### config.mk
export PLATFORM = sky130hd
export DESIGN_NAME = ppm_marker_gen
export DESIGN_NICKNAME = d
export VERILOG_FILES = /design/src/rtl/ppm_tx_pkg.sv /design/src/rtl/slot_timer.sv /design/src/rtl/ppm_marker_gen.sv
export SDC_FILE = /design/constraint.sdc
export NUM_CORES = 1
export LEC_CHECK = 0
export ABC_AREA = 1
export ABC_CLOCK_PERIOD_IN_PS = 2300
export CAP_MARGIN = 25
export CORE_AREA = 2 2 39 41
export DETAILED_ROUTE_END_ITERATION = 6
export DIE_AREA = 0 0 41 43
export PLACE_DENSITY = 0.74
export SETUP_SLACK_MARGIN = 0.3
export SLEW_MARGIN = 40
export SYNTH_ARGS = -nofsm -noshare
export SYNTH_HDL_FRONTEND = slang
export SYNTH_SLANG_ARGS = --single-unit
### constraint.sdc
create_clock -name clk -period 2.3 [get_ports clk]
set_input_delay 0.46 -clock clk [delete_from_list [all_inputs] [get_ports clk]]
set_output_delay 0.46 -clock clk [all_outputs]
set_load 0.03 [all_outputs]
### src/rtl/ppm_tx_pkg.sv
// ============================================================================
// ppm_tx_pkg : shared line levels, default marker patterns and FSM state type
// Revision   : 1.0
// ============================================================================
`default_nettype none

package ppm_tx_pkg;

    localparam logic LVL_IDLE = 1'b1;
    localparam logic LVL_MARK = 1'b0;

    // Slot i of a marker is bit i (LSB first); the decoder matches the same words.
    localparam logic [7:0] SOF_PATTERN_DEFAULT = 8'b1101_1110;
    localparam logic [7:0] EOF_PATTERN_DEFAULT = 8'b0111_1011;

    typedef enum logic [0:0] {
        IDLE = 1'b0,
        EMIT = 1'b1
    } marker_state_t;

endpackage

`default_nettype wire

### src/rtl/slot_timer.sv
// ============================================================================
// slot_timer : clocks-per-slot and slot-index counters with last-slot flags
// Revision   : 1.0
// ============================================================================
`default_nettype none

module slot_timer #(
    parameter int SLOT_CLKS = 16,
    parameter int NUM_SLOTS = 8
) (
    input  logic                         clk,
    input  logic                         rst_n,
    input  logic                         en,
    input  logic                         clr,
    output logic [$clog2(NUM_SLOTS)-1:0] slot_idx,
    output logic                         slot_last,
    output logic                         marker_last
);

    localparam int CW = $clog2(SLOT_CLKS);
    localparam int SW = $clog2(NUM_SLOTS);

    logic [CW-1:0] clk_cnt;

    assign slot_last   = (clk_cnt == CW'(SLOT_CLKS - 1));
    assign marker_last = slot_last && (slot_idx == SW'(NUM_SLOTS - 1));

    // Both counters wrap explicitly so non-power-of-two sizes never leave range.
    always_ff @(posedge clk or negedge rst_n) begin
        if (!rst_n) begin
            clk_cnt  <= '0;
            slot_idx <= '0;
        end else if (clr) begin
            clk_cnt  <= '0;
            slot_idx <= '0;
        end else if (en) begin
            if (slot_last) begin
                clk_cnt  <= '0;
                slot_idx <= marker_last ? '0 : slot_idx + SW'(1);
            end else begin
                clk_cnt  <= clk_cnt + CW'(1);
            end
        end
    end

endmodule

`default_nettype wire

### src/rtl/ppm_marker_gen.sv
// ============================================================================
// ppm_marker_gen : SOF/EOF marker waveform generator with start/busy/done/abort
// Optional macro PPM_MARKER_REPEAT_EN adds rep_cnt back-to-back repetitions.
// Revision       : 1.0
// ============================================================================
`default_nettype none

module ppm_marker_gen
    import ppm_tx_pkg::*;
#(
    parameter int                   SLOT_CLKS   = 16,
    parameter int                   NUM_SLOTS   = 8,
    parameter logic [NUM_SLOTS-1:0] SOF_PATTERN = SOF_PATTERN_DEFAULT,
    parameter logic [NUM_SLOTS-1:0] EOF_PATTERN = EOF_PATTERN_DEFAULT,
    parameter logic                 IDLE_LEVEL  = LVL_IDLE
) (
    input  logic       clk,
    input  logic       rst_n,
`ifdef PPM_MARKER_REPEAT_EN
    input  logic [3:0] rep_cnt,
`endif
    input  logic       start,
    input  logic       sel_eof,
    input  logic       abort,
    output logic       marker,
    output logic       busy,
    output logic       done
);

    localparam int SW = $clog2(NUM_SLOTS);

    marker_state_t        state;
    logic                 pat_sel;
    logic [SW-1:0]        slot_idx;
    logic                 slot_last;
    logic                 marker_last;
    logic [SW-1:0]        w_slot_nxt;
    logic [NUM_SLOTS-1:0] w_pattern;
    logic                 w_more_reps;

`ifdef PPM_MARKER_REPEAT_EN
    logic [3:0] rep_left;
    assign w_more_reps = (rep_left != 4'd0);
`else
    assign w_more_reps = 1'b0;
`endif

    assign w_pattern = pat_sel ? EOF_PATTERN : SOF_PATTERN;

    // Output is registered, so it must show the level of the slot the timer moves into.
    assign w_slot_nxt = !slot_last  ? slot_idx :
                        marker_last ? '0 : slot_idx + SW'(1);

    slot_timer #(
        .SLOT_CLKS (SLOT_CLKS),
        .NUM_SLOTS (NUM_SLOTS)
    ) u_slot_timer (
        .clk         (clk),
        .rst_n       (rst_n),
        .en          (state == EMIT),
        .clr         (abort),
        .slot_idx    (slot_idx),
        .slot_last   (slot_last),
        .marker_last (marker_last)
    );

    always_ff @(posedge clk or negedge rst_n) begin
        if (!rst_n) begin
            state   <= IDLE;
            pat_sel <= 1'b0;
            marker  <= IDLE_LEVEL;
            busy    <= 1'b0;
            done    <= 1'b0;
`ifdef PPM_MARKER_REPEAT_EN
            rep_left <= 4'd0;
`endif
        end else begin
            done <= 1'b0;
            case (state)
                IDLE: begin
                    if (start && !abort) begin
                        state   <= EMIT;
                        pat_sel <= sel_eof;
                        marker  <= sel_eof ? EOF_PATTERN[0] : SOF_PATTERN[0];
                        busy    <= 1'b1;
`ifdef PPM_MARKER_REPEAT_EN
                        rep_left <= rep_cnt;
`endif
                    end
                end
                EMIT: begin
                    if (abort) begin
                        state  <= IDLE;
                        marker <= IDLE_LEVEL;
                        busy   <= 1'b0;
`ifdef PPM_MARKER_REPEAT_EN
                        rep_left <= 4'd0;
`endif
                    end else if (marker_last && !w_more_reps) begin
                        state  <= IDLE;
                        marker <= IDLE_LEVEL;
                        busy   <= 1'b0;
                        done   <= 1'b1;
                    end else begin
                        marker <= w_pattern[w_slot_nxt];
`ifdef PPM_MARKER_REPEAT_EN
                        if (marker_last) begin
                            rep_left <= rep_left - 4'd1;
                        end
`endif
                    end
                end
                default: begin
                    state <= IDLE;
                end
            endcase
        end
    end

endmodule

`default_nettype wire

==> results of run 1 <==
-- per-stage QoR --
| step | hold WS (ps) | std cells | power (W) | utilization (%) | setup WS, ps |
|---|---|---|---|---|---|
| 2_1_floorplan | 164 | 83 | 0.000333 | - | 908 |
| 3_3_place_gp | 456 | 106 | 0.000372 | 56.2 | 670 |
| 3_5_place_dp | 474 | 106 | 0.000374 | 56.2 | 667 |
| 4_1_cts | 485 | 110 | 0.000543 | 58.9 | 357 |
| 5_1_grt | 502 | 110 | 0.000567 | 58.9 | 341 |
| 6_report | 479 | 110 | 0.000535 | 58.9 | 371 |
-- final timing paths --
path                                                            from                                   end  slack (ps)  depth (start not counted)
worst max register to register  u_slot_timer.slot_idx[0]$_DFFE_PN0P_                    marker$_DFFE_PN1P_         730                         11
max in group asynchronous                                      rst_n                    marker$_DFFE_PN1P_        1380                          1
min in group asynchronous                                      rst_n  u_slot_timer.slot_idx[0]$_DFFE_PN0P_         540                          1
worst min register to register                    marker$_DFFE_PN1P_                    marker$_DFFE_PN1P_         480                          2
worst max-delay path                              marker$_DFFE_PN1P_                                marker         370                          1
worst min-delay path                              marker$_DFFE_PN1P_                    marker$_DFFE_PN1P_         480                          2
-- sequential cells by signal, summed over array words and instances, names as in the netlist --
name / cells
u_slot_timer.clk_cnt: 4
done: 1
state: 1
u_slot_timer.slot_idx: 3
marker: 1
pat_sel: 1
busy: 1
-- power by group --
part           internal, W  switching (W)  leakage [nW]
sequential        0.000239      0.0000223         0.158
combinational    0.0000463      0.0000601         0.222
clock            0.0000962      0.0000715        0.0210
-- area by class of cell --
type,count,area (um^2),area share [%]
inverter,15,56.3,6.91
clock buffer,4,36.3,4.45
tap,16,20.0,2.46
sequential,12,302,37.0
multi-input combinational,56,330,40.6
timing repair buffer,7,70.1,8.60
-- cell families after synthesis --
logic type	after synthesis
fa+ha+maj	3
flops	12
buf+inv	15
simple gates	38
compound gates	15
-- cell usage after synthesis, types with 3 or more instances --
| library cell | instances |
|---|---|
| ha_1 | 3 |
| a21oi_1 | 5 |
| nand2_2 | 5 |
| nor2_1 | 3 |
| nand3_1 | 4 |
| o21ai_0 | 3 |
| dfrtp_1 | 11 |
| nand2_1 | 20 |
| inv_2 | 3 |
| inv_1 | 12 |
| nand3_2 | 3 |
-- per-layer routing --
metal / GRT usage [%] / up-vias
met5: 0 / -
met4: 8.00 / 0
met3: 3.14 / 4
met2: 32.2 / 9
met1: 24.4 / 255
li1: - / 289
-- worst reg2reg max path: cells and delay by family, from the launching register on --
family	cells	cell delay [ps]
simple gates	6	330
compound gates	1	170
flops	1	420
fa+ha+maj	2	440
buf+inv	2	160
==> metrics.md, run 1 <==
| Metric | Value |
|---|---|
| Fin. max-slew vios | `0` |
| Port bufs | `7` |
| Placed Instance Area | `778 um^2` |
| Minimum clock period | `slightly below 2000 ps` |
| Sequential share of the synthesized area | `between 40% and 50%` |
| Crit. End Element | `output pin` |
| Die height | `43 um` |
| Synthesized flop and latch total | `12` |
| Yosys Warn Count | `0` |
| First drt pass iteration count | `4` |
| Delay-heaviest family, CP | `buffers and inverters` |
| Core Region | `0.00138 mm^2` |
| FMAX | `0.519 GHz` |
| Post-synth cell types | `19` |
| Fin crit share | `between 80% and 90%` |
| Met2 wire len | `699 um` |
| CTS H-Tree Depth | `1` |
| CP max stage delay | `660 ps` |
| Met1 wire length | `between 500 and 600 um` |
| Cts repair resizes | `0` |
| Layout net count | `103` |
| EDFF count, synth | `0` |
| Vias in the first global route | `between 500 and 600` |
| Syn avg cell area | `8.29 um^2` |
| Post-synthesis compound-gate area fraction | `14.0%` |
| Synth Area in Adders | `5.45%` |
| Remaining antenna violation count after routing | `0` |
| Worst Path Max Fanout | `2` |
| Outcome | `finished, final reports clean` |
| Top routing layer in use | `met4` |
| Clk sinks | `12` |
| Worst skew pair latency | `between 200 and 300 ps` |
| Final hold viol count | `0` |
| Crit path kind | `reg -> out` |
| CP Data Required Time | `around 1800 ps` |
| Rel. slew slack | `62.6%` |
| WL/cell | `12.1 um` |
| Slew @ Worst Pin | `559 ps` |
| Initial Util | `49.7%` |
| Lkg Pwr | `0.402 nW` |
| Layout cells sized above 1 | `23.4%` |
| Fill cells | `130` |
| Grt total ovfl | `0` |
| Clock-pin transition on the worst setup and hold timing paths | `70 ps` |
| RSZ-0062 raised after global routing | `false` |
| Global-route wire length before repair | `2.34 mm` |
| Postcts setup bufs | `0` |
| Simple-gate area share of the yosys netlist | `28.5%` |
| Initial DRC count | `8` |
| Gp weighted congestion | `0.748` |
| Syn_nets | `91` |
| FP Rows | `14` |
| Die X | `41 um` |
| Synthesized cell area | `688 um^2` |
| Cts hold-fix bufs | `0` |
| Peak supply drop | `0.381 mV` |
| Commonest non-fill, non-tap cell in the layout | `nand2_1` |
| Main combinational cell family by area after synthesis | `simple AND/OR/NAND/NOR gates` |
| Async SR Flop Fraction | `between 90% and 100%` |
| Worst EP arrival | `1470 ps` |
| Number of max-cap violations | `0` |
| Top Ports | `8` |
| Routed wire length | `approximately 1.3 mm` |
| CTS tree | `done` |
| Top FF cell, synth | `dfrtp_1` |
| Synth Instances | `83` |
| Main area contributors after synthesis | `dfrtp_1, nand2_1, inv_1` |
| Ant. Diodes | `0` |
| Post-Synth XOR/XNOR Area | `0%` |
| Largest net degree at the start of global routing | `13` |
| Via Count | `557` |
| Max Root-Sink Buffers | `2` |
| Commonest non-fill, non-tap cells in the layout | `nand2_1, inv_1, dfrtp_1` |
| Setup TNS | `0 ps` |
| # setup viols final | `0` |
| Cell Chain, Critical Path | `clkdlybuf4s50_1` |
| Layout area overhead | `18.4%` |
| Initial antenna violation count | `0` |
| CP bufs+invs | `1` |
| CP startpoint kind | `flop` |
| Via/cell ratio | `5.06` |
| DR DRC count | `0` |
| Max stage delay cell, worst path | `clkdlybuf4s50_1` |
| Post-synth top area share | `40.0%` |
| Worst Skew | `4.13 ps` |
| Pwr Density | `around 660 mW/mm^2` |
| Worst Hold Class | `reg -> reg` |
| Clock buffer count from CTS | `3` |
| Cell area after layout | `815 um^2` |
| Root Driver | `clkbuf_4` |
| Mux contribution to synthesized area | `0%` |
| Synth area leader | `dfrtp_1` |
| Global Route Usage Sum | `19.7%` |
| Detailed placer's ending HPWL | `1.08 mm` |
| Routed wl met3 | `41 um` |
| Area of the die | `0.00176 mm^2` |
No activity file was read; power rests on OpenSTA's default activity.
==> inputs of run 2 (changes only) <==
--- a/config.mk
+++ b/config.mk
@@ -6,12 +6,11 @@
 export NUM_CORES = 1
 export LEC_CHECK = 0
 export ABC_AREA = 1
-export ABC_CLOCK_PERIOD_IN_PS = 2300
+export ABC_CLOCK_PERIOD_IN_PS = 1700
 export CAP_MARGIN = 25
-export CORE_AREA = 2 2 39 41
+export CORE_UTILIZATION = 47
 export DETAILED_ROUTE_END_ITERATION = 6
-export DIE_AREA = 0 0 41 43
-export PLACE_DENSITY = 0.74
+export PLACE_DENSITY = 0.71
 export SETUP_SLACK_MARGIN = 0.3
 export SLEW_MARGIN = 40
 export SYNTH_ARGS = -nofsm -noshare
==> constraint.sdc (replaced) <==
create_clock -name clk -period 1.7 [get_ports clk]
set_input_delay 0.34 -clock clk [delete_from_list [all_inputs] [get_ports clk]]
set_output_delay 0.34 -clock clk [all_outputs]
set_load 0.03 [all_outputs]
==> run 2 against run 1 <==
  * Sequential power grew 38%
  * Final area is 6.8% higher
  * Largest cell class unchanged
  * Sequential share of layout area fell by 2.3 points
  * Utilization increased by 6.3 points
  * Flip-flop and latch count unchanged
  * Critical path type is now reg -> reg
  * Setup slack worse by 54 ps
  * Wire length is 5.8% lower
  * Total power is 33% higher
  * Clock skew is 3.5 ps lower
==> metrics.md, run 2 (synthesis results as in run 1) <==
| Metric | Value |
|---|---|
| Outcome | `finished, final reports clean` |
| First drt pass iteration count | `4 (unchanged)` |
| Max FFs per register | `4 (unchanged)` |
| Global Route Usage Sum | `21.1% (+1.4 points)` |
| Pwr Density | `817 mW/mm^2 (+24%)` |
| Finished Layout Cells | `113 (+2.7%)` |
| CP max stage delay | `390 ps (-270 ps)` |
| Clock buffer count from CTS | `3 (unchanged)` |
| DP Worst Slack | `190 ps (-476 ps)` |
| RSZ-0062 raised after global routing | `true` |
| Setup TNS | `0 ps (unchanged)` |
| Area of the die | `0.00162 mm^2 (-8.0%)` |
| Minimum clock period | `~1400 ps` |
| Via/cell ratio | `5.13 (+1.4%)` |
| Via Count | `580 (+4.1%)` |
| Die X | `40.3 um (-1.8%)` |
| Number of max-cap violations | `0 (unchanged)` |
| Final hold slack | `414 ps (-64.3 ps)` |
| Crit path kind | `reg -> reg` |
| Crit. End Element | `flop` |
| Initial DRC count | `11 (+3)` |
| Layout net count | `107 (+3.9%)` |
| Gp weighted congestion | `0.818 (+9.4%)` |
| Lkg Pwr | `0.418 nW (+4.0%)` |
| Global-route wire length before repair | `2.15 mm (-8.3%)` |
| Vias in the first global route | `481 (-14%)` |
| Port bufs | `7 (unchanged)` |
| Rel. slew slack | `64.6% (+2.0 points)` |
| Fin worst setup slack | `317 ps (-54.5 ps)` |
| Met2 wire len | `581 um (-17%)` |
| CP Data Required Time | `1920 ps (+80 ps)` |
| Layout cells sized above 1 | `34.7% (+11 points)` |
| CP startpoint kind | `flop` |
| Worst Skew | `0.624 ps (-3.51 ps)` |
| Capture point of the worst reg-to-reg path | `marker$_DFFE_PN1P_` |
| Grt total ovfl | `0 (unchanged)` |
| Worst Hold Class | `in -> async` |
| Top Ports | `8 (unchanged)` |
| Root Driver | `clkbuf_4` |
| Die height | `40.3 um (-6.4%)` |
| Reg-to-reg startpoint | `u_slot_timer.slot_idx[0]$_DFFE_PN0P_` |
| Final total power | `0.000711 W (+33%)` |
| Commonest non-fill, non-tap cell in the layout | `nand2_1` |
| Routed wl met3 | `64 um (+56%)` |
| Met1 wire length | `598 um (+4.5%)` |
| Core Region | `0.00133 mm^2 (-3.6%)` |
| Clk sinks | `12 (unchanged)` |
| R2r setup slk | `320 ps (-410 ps)` |
| Slew @ Worst Pin | `529 ps (-30.0 ps)` |
| Initial antenna violation count | `0 (unchanged)` |
| FP Rows | `13 (-1)` |
| Max Root-Sink Buffers | `2 (unchanged)` |
| Layout area overhead | `26.4%` |
| Worst EP arrival | `1600 ps (+130 ps)` |
| Final hold viol count | `0 (unchanged)` |
| Clock-pin transition on the worst setup and hold timing paths | `70 ps (about the same)` |
| Fin crit share | `81.4%` |
| Commonest non-fill, non-tap cells in the layout | `nand2_1, dfrtp_1, inv_1` |
| Routed wire length | `1.26 mm (-5.8%)` |
| Fin. max-slew vios | `0 (unchanged)` |
| CTS tree | `done` |
| Worst Path Max Fanout | `2 (unchanged)` |
| # setup viols final | `0 (unchanged)` |
| FMAX | `0.723 GHz` |
| Largest register by flop count | `u_slot_timer.clk_cnt` |
| Regs by FF count | `u_slot_timer.clk_cnt x4, u_slot_timer.slot_idx x3` |
| Max stage delay cell, worst path | `dfrtp_1` |
| Peak supply drop | `0.511 mV (+34%)` |
| Most used cell, CP | `nand2_1` |
| CTS H-Tree Depth | `1 (unchanged)` |
| Cell Chain, Critical Path | `ha_2, ha_4, nand2_2, o21ai_2, inv_1, nand2_1, nand2_1, nand2_1, nand2_1, nand2_1` |
| Initial Util | `51.6% (+1.9 points)` |
| Placed cells | `105 (-0.94%)` |
| Worst skew pair latency | `270 ps (about the same)` |
| Top routing layer in use | `met4` |
| DR DRC count | `0 (unchanged)` |
| FF-to-FF path depth | `10 (-1)` |
| Ant. Diodes | `0 (unchanged)` |
| Remaining antenna violation count after routing | `0 (unchanged)` |
| Detailed placer's ending HPWL | `968 um (-11%)` |
| WL/cell | `11.1 um (-8.3%)` |
| Largest net degree at the start of global routing | `13 (unchanged)` |
| Cts hold-fix bufs | `0 (unchanged)` |
-- run 2: cell types whose count changed in the layout (fill, tap and decap cells not counted), sizes merged --
cell	before	now
buf	0	4
clkdlybuf4s15	0	1
dlygate4sd2	0	1
clkbuf	4	5
clkdlybuf4s50	7	4
-- run 2: repair_timing --
action                                  4_1_cts  5_1_grt
gates cloned                                  0        0
endpoints found under the setup margin        4        4
buffers inserted                              2        2
resized for setup                             9        9
pin swaps                                     8        6
-- run 2: metal layers --
metal	GRT usage (%)	vias to the layer above
li1	-	298
met1	27.4	268
met2	30.2	12
met3	8.33	2
met4	10.0	0
met5	0	-
-- run 2: worst max-delay path: cells and delay by family, from the launching register on --
kind | cells | cell delay, ps
adders and majority gates | 2 | 450
and+or+nand+nor | 6 | 300
AOI/OAI and AO/OA | 1 | 110
buffers and inverters | 1 | 70
DFF | 1 | 390
-- run 2: worst max path at each step --
stage | from | to | cells after the start
after detailed placement | marker$_DFFE_PN1P_ | marker | 1
after global placement | marker$_DFFE_PN1P_ | marker | 1
after floorplan | u_slot_timer.slot_idx[0]$_DFFE_PN0P_ | marker$_DFFE_PN1P_ | 12
after CTS | marker$_DFFE_PN1P_ | marker | 1
final | u_slot_timer.slot_idx[0]$_DFFE_PN0P_ | marker$_DFFE_PN1P_ | 10
after global routing | u_slot_timer.slot_idx[0]$_DFFE_PN0P_ | marker$_DFFE_PN1P_ | 12
-- run 2: power by group --
part           internal, W  switching [W]  leakage (nW)
Sequential        0.000323      0.0000363         0.158
Combinational    0.0000804      0.0000892         0.244
Clock            0.0000909      0.0000907        0.0150
Total             0.000494       0.000216         0.418
-- run 2: cell type report --
class,count,area (um^2)
clock buffer,4,26.3
tap,15,18.8
fill,120,464
timing repair buffer,11,93.8
multi-input combinational,56,370
inverter,15,58.8
sequential,12,302
-- run 2: through the flow --
stage | utilization (%) | instance area (um^2)
CTS | 62.6 | 835
global placement | 58.3 | 777
floorplan | - | 688
detailed placement | 58.3 | 777
global route | 65.2 | 870
finish | 65.2 | 870
